[src/rtl/decode_imm_stage.sv]
// -----------------------------------------------------------------------------
// decode_imm_stage
// IF/ID pipeline stage of the pipelined OTTER core.
// - Accepts fetched {instr, pc} beats on a valid/ready handshake.
// - Holds up to two beats: a main register that drives out_* and a skid buffer.
// - Pre-decodes the opcode into the immediate extender's 3-bit format select.
// - Slices the raw 25-bit immediate field.
// - A flush empties the stage and drops any same-cycle input beat.
//
// Ports
//   clk          rising-edge clock
//   reset        synchronous, active-high
//   flush        synchronous squash of held entries and same-cycle input
//   in_valid     fetch presents a beat
//   in_ready     stage can accept a beat (state-derived, gated by reset)
//   in_instr     fetched instruction word
//   in_pc        PC of in_instr
//   out_valid    out_* holds a live instruction
//   out_ready    downstream consumes the beat
//   out_instr    held instruction
//   out_pc       held PC
//   out_imm      out_instr[31:7], raw immediate field
//   out_imm_src  immediate format: 0 none/R, 1 I, 2 S, 3 B, 4 U, 5 J
//   out_illegal  opcode not recognised, or instr[1:0] != 2'b11
// -----------------------------------------------------------------------------
module decode_imm_stage #(
    parameter int          PC_W      = 32,
    parameter logic [31:0] NOP_INSTR = 32'h0000_0013
) (
    input  logic            clk,
    input  logic            reset,
    input  logic            flush,
    input  logic            in_valid,
    output logic            in_ready,
    input  logic [31:0]     in_instr,
    input  logic [PC_W-1:0] in_pc,
    output logic            out_valid,
    input  logic            out_ready,
    output logic [31:0]     out_instr,
    output logic [PC_W-1:0] out_pc,
    output logic [24:0]     out_imm,
    output logic [2:0]      out_imm_src,
    output logic            out_illegal
);

    typedef enum logic [1:0] {
        ST_EMPTY = 2'd0,
        ST_ONE   = 2'd1,
        ST_TWO   = 2'd2
    } state_t;

    typedef struct packed {
        logic [31:0]     instr;
        logic [PC_W-1:0] pc;
        logic [24:0]     imm;
        logic [2:0]      imm_src;
        logic            illegal;
    } entry_t;

    // Returns {illegal, imm_src} for an instruction word.
    function automatic logic [3:0] decode_fmt(input logic [31:0] instr);
        logic [3:0] r;
        case (instr[6:0])
            7'b0010011, 7'b0000011,
            7'b1100111, 7'b1110011: r = {1'b0, 3'd1};
            7'b0100011:             r = {1'b0, 3'd2};
            7'b1100011:             r = {1'b0, 3'd3};
            7'b0110111, 7'b0010111: r = {1'b0, 3'd4};
            7'b1101111:             r = {1'b0, 3'd5};
            7'b0110011:             r = {1'b0, 3'd0};
            default:                r = {1'b1, 3'd0};
        endcase
        // Compressed / reserved encodings are never legal here.
        if (instr[1:0] != 2'b11) begin
            r[3] = 1'b1;
        end else begin
            r[3] = r[3];
        end
        return r;
    endfunction

    // Builds a fully decoded entry from a raw {instr, pc} beat.
    function automatic entry_t make_entry(input logic [31:0] instr,
                                          input logic [PC_W-1:0] pc);
        entry_t     e;
        logic [3:0] d;
        d         = decode_fmt(instr);
        e.instr   = instr;
        e.pc      = pc;
        e.imm     = instr[31:7];
        e.imm_src = d[2:0];
        e.illegal = d[3];
        return e;
    endfunction

    state_t state_r, state_nxt_s;
    entry_t main_r, main_nxt_s;
    entry_t skid_r, skid_nxt_s;
    entry_t nop_entry_s;
    entry_t in_entry_s;
    logic   accept_s;
    logic   consume_s;

    // Cleared payload: NOP at pc 0, always reported as legal.
    always_comb begin
        nop_entry_s         = make_entry(NOP_INSTR, {PC_W{1'b0}});
        nop_entry_s.illegal = 1'b0;
    end

    // Decode on the input side so each entry is stored pre-decoded.
    always_comb begin
        in_entry_s = make_entry(in_instr, in_pc);
    end

    // Handshake qualifiers; in_ready never depends on out_ready.
    always_comb begin
        in_ready  = (state_r != ST_TWO) & ~reset;
        out_valid = (state_r != ST_EMPTY);
        accept_s  = in_valid & in_ready;
        consume_s = out_valid & out_ready;
    end

    // Next-state and next-payload selection; flush wins over any handshake.
    always_comb begin
        state_nxt_s = state_r;
        main_nxt_s  = main_r;
        skid_nxt_s  = skid_r;
        if (flush) begin
            state_nxt_s = ST_EMPTY;
            main_nxt_s  = nop_entry_s;
            skid_nxt_s  = nop_entry_s;
        end else begin
            case (state_r)
                ST_EMPTY: begin
                    if (accept_s) begin
                        state_nxt_s = ST_ONE;
                        main_nxt_s  = in_entry_s;
                    end else begin
                        state_nxt_s = ST_EMPTY;
                    end
                end
                ST_ONE: begin
                    if (accept_s && consume_s) begin
                        main_nxt_s = in_entry_s;
                    end else if (accept_s) begin
                        // Main is stalled; park the new beat in the skid.
                        state_nxt_s = ST_TWO;
                        skid_nxt_s  = in_entry_s;
                    end else if (consume_s) begin
                        // Draining to empty leaves the cleared NOP visible.
                        state_nxt_s = ST_EMPTY;
                        main_nxt_s  = nop_entry_s;
                    end else begin
                        state_nxt_s = ST_ONE;
                    end
                end
                ST_TWO: begin
                    if (consume_s) begin
                        state_nxt_s = ST_ONE;
                        main_nxt_s  = skid_r;
                        skid_nxt_s  = nop_entry_s;
                    end else begin
                        state_nxt_s = ST_TWO;
                    end
                end
                default: begin
                    state_nxt_s = ST_EMPTY;
                    main_nxt_s  = nop_entry_s;
                    skid_nxt_s  = nop_entry_s;
                end
            endcase
        end
    end

    // State and payload registers with synchronous reset.
    always_ff @(posedge clk) begin
        if (reset) begin
            state_r <= ST_EMPTY;
            main_r  <= nop_entry_s;
            skid_r  <= nop_entry_s;
        end else begin
            state_r <= state_nxt_s;
            main_r  <= main_nxt_s;
            skid_r  <= skid_nxt_s;
        end
    end

    // Outputs come straight from the main register.
    always_comb begin
        out_instr   = main_r.instr;
        out_pc      = main_r.pc;
        out_imm     = main_r.imm;
        out_imm_src = main_r.imm_src;
        out_illegal = main_r.illegal;
    end

endmodule
[config.mk]
export PLATFORM = sky130hd
export DESIGN_NAME = decode_imm_stage
export DESIGN_NICKNAME = d
export VERILOG_FILES = /design/src/rtl/decode_imm_stage.sv
export SDC_FILE = /design/constraint.sdc
export NUM_CORES = 1
export LEC_CHECK = 0
export ABC_AREA = 1
export BUFFER_PORTS_ARGS = -buffer_cell sky130_fd_sc_hd__buf_2
export CAP_MARGIN = 20
export CORE_ASPECT_RATIO = 1.25
export CORE_UTILIZATION = 49
export CTS_CLUSTER_DIAMETER = 200
export DETAILED_ROUTE_END_ITERATION = 8
export PLACE_DENSITY = 0.75
export SYNTH_ARGS = -nofsm -noshare
export SYNTH_HDL_FRONTEND = slang
export SYNTH_SLANG_ARGS = --single-unit
[constraint.sdc]
create_clock -name clk -period 3.4 [get_ports clk]
set_input_delay 0.68 -clock clk [delete_from_list [all_inputs] [get_ports clk]]
set_output_delay 0.68 -clock clk [all_outputs]
set_load 0.02 [all_outputs]
==> results by group <==
Status
  – Status: finished clean

Job
  – Max Cap Viol: 0

Finish
  – Layout cell share with drive strength beyond 1: ~22%
  – Non-Filler Instances: 1160
  – Diodes inserted: 0
  – Final #Nets: 1052
  – Design Area, Final: 7547 µm²
  – Area grow syn2layout: 20.45%
  – Commonest cells after routing, fill and taps aside: nand2_1, buf_2, dfxtp_1
  – Most common cell after layout, fill and taps aside: nand2_1

Yosys
  – Synth Register Bits: between 100 and 150
  – Synth Instances: 882
  – Synthesized area: 6266 µm²
  – Post-Syn Nets: 951
  – Post-Syn Area per Cell: between 7 and 8 µm²
  – Seq/Total Area, Yosys: 44.09%
  – Ys Warns: 0
  – Unique cell type count in the Yosys netlist: 29

Route
  – Detailed-route wire length per cell: 13.95 µm
  – Via count: 6093
  – Remaining DRCs: 0
  – Post-route ant nets: 0
  – DR pass1 iterations: 5
  – Starting DRT DRC Count: 357
  – Vias per inst: 5.253
  – DRT Wirelength: 16190 µm

Place
  – Post-detail-place hpwl: 10020 µm
  – RD Place Congestion: 0.8055
  – Placement Cell Area: 6857 µm²
  – Placed cells: between 1000 and 1500
  – Buffers added on ports: 163

Clock tree
  – Clk_lat worst skew: 420 ps
  – CTS Buffer Depth: 2
  – Clock buffer count from CTS: 17
  – CTS tree: yes
  – Post-CTS Resized: 0
  – H-tree Lvls: 4
  – Clk root buf: clkbuf_16
  – CTS clk-pin slew, worst paths: 50 ps
  – Postcts setup bufs: 0
  – # clock sinks: ~140
  – Cts-stage hold buffer count: 0

Die
  – Die width: a little over 100 µm
  – Die area: 13250 µm²
  – Rows: 45
  – Die height: 128.4 µm
  – Starting Density: between 50% and 60%
  – Core ar.: 12330 µm²
  – Io pins: 164

Critical path
  – Critical path class: reg -> reg
  – CP cell instances: inv_2 > nand2_4 > nand3_4 > a21oi_4 > buf_4 > o21ai_1 > o22ai_1 > nand2_1
  – WP data arrival: 2800 ps
  – Worst r2r src: state_r[0]
  – Crit-path slowest cell: buf_4
  – Delay-heaviest family, CP: buffers and inverters
  – CP bufs+invs: 2
  – Worst Path Required: 3700 ps
  – Setup crit start kind: register
  – CP Launch Point: state_r[0]
  – CP peak stage delay: between 600 and 700 ps
  – Crit-path max FO: 69
  – CP Capture Type: register

STA
  – Fmax: 0.3997 GHz
  – Final slew viol count: 0
  – Max Clock Skew: about 8.0 ps
  – Setup TNS: 0 ps
  – Final setup viols: 0
  – RSZ-0062 raised after global routing: no
  – Worst-margin pin slew: around 880 ps
  – Post-layout min period: 2502 ps
  – Fin crit share: between 70% and 80%
  – Rel. slew slack: 41.15%
  – Final Hold Viols: 0

Power
  – Switch share: 23.37%
  – Seq pwr share: 40.7%
  – Tot Pwr: 4.092 mW
  – Pleak: 3.305 nW
  – Pwr/cell area: 542.2 nW/µm²
  – P_int: between 3 and 4 mW
  – Clock power share: 50.1%
  – Switch Pwr: 956.5 µW
  – Logic pwr share: 9.2%
  – Worst VDD drop: 0.3064 mV

GRT
  – First-pass GRT wire length: 25720 µm
  – GRT Total Usage: about 25%
  – Initial antenna violation count: 0
  – Largest net degree at the start of global routing: 107
  – Congestion Overflow GR: 0
  – Vias in the first global route: between 5000 and 6000

Hold path
  – Hold Crit Start: skid_r[73]
  – HP Class: reg -> reg
## power groups by stage
| stage | sequential (mW) | clock, mW | combinational [mW] |
|---|---|---|---|
| 6_report | 1.67 | 2.05 | 0.375 |
| 5_1_grt | 1.67 | 2.14 | 0.415 |
| 4_1_cts | 1.67 | 2.08 | 0.372 |
| 3_5_place_dp | 1.70 | 0 | 0.370 |
| 3_3_place_gp | 1.70 | 0 | 0.368 |
| 2_1_floorplan | 1.73 | 0 | 0.226 |
## synthesized netlist by cell type (all sizes together)
cell type  count  share of area, %
clkbuf        28               1.7
nor2          39               2.5
nand4          1              0.10
o22ai          4              0.40
nand2        291                18
nand3         31               2.7
o21ai         45               3.7
inv           63               3.8
a21oi        124                10
buf           62               6.6
o211ai         5              0.60
clkinv         1             0.060
a211oi        36               4.3
o221ai         9               1.3
nor3           3              0.32
nor4           1              0.10
o21a           1              0.12
dfxtp        138                44
## area by class of cell
cell class,instances,area (µm²)
multi-input combinational,590,2755
clock buffer,22,474.2
inverter,64,245.2
timing repair buffer,172,915.9
tap,164,205.2
fill,1157,4783
clock inverter,10,188.9
sequential,138,2763
## sequential cells by signal, summed over array words and instances (netlist names)
signal	flops
skid_r	68
out_instr	32
out_pc	32
out_imm_src	3
state_r	2
out_illegal	1
## metal layers
| metal | GRT usage (%) | routed length [µm] |
|---|---|---|
| met5 | 0 | 0 |
| met4 | 10.27 | 344 |
| met3 | 5.866 | 1093 |
| met2 | 41.29 | 7806 |
| met1 | 30.72 | 6943 |
## kinds of logic after synthesis
| group | after synthesis | synth area share [%] |
|---|---|---|
| buffers and inverters | 154 | 12.18 |
| AND/OR/NAND/NOR | 366 | 23.24 |
| flip-flops | 138 | 44.09 |
| AO/OA/AOI/OAI | 224 | 20.49 |
## worst reg2reg max path: stages, from the launching register on
cell     delay, ps
dfxtp_1        500
inv_2           80
nand2_4        330
nand3_4        230
a21oi_4        210
buf_4          610
o21ai_1        200
o22ai_1        160
nand2_1         70
## through the flow
step | utilization, % | setup slack (ps) | hold slack, ps
global placement | 55.61 | 985.2 | 441.3
finish | 61.21 | 898.1 | 455.5
global route | 61.21 | 615.4 | 468.6
CTS | 60.98 | 882.5 | 454.5
floorplan | - | 1465 | 429.3
detailed placement | 55.61 | 896.7 | 446.7
## final timing paths
| path | to | slack (ps) | cells past startpoint |
|---|---|---|---|
| max | out_instr[1] | 900 | 8 |
| min | skid_r[73] | 460 | 2 |
| max reg2reg | out_instr[1] | 900 | 8 |
| min reg2reg | skid_r[73] | 460 | 2 |
Power figures use the tool's default switching activity.
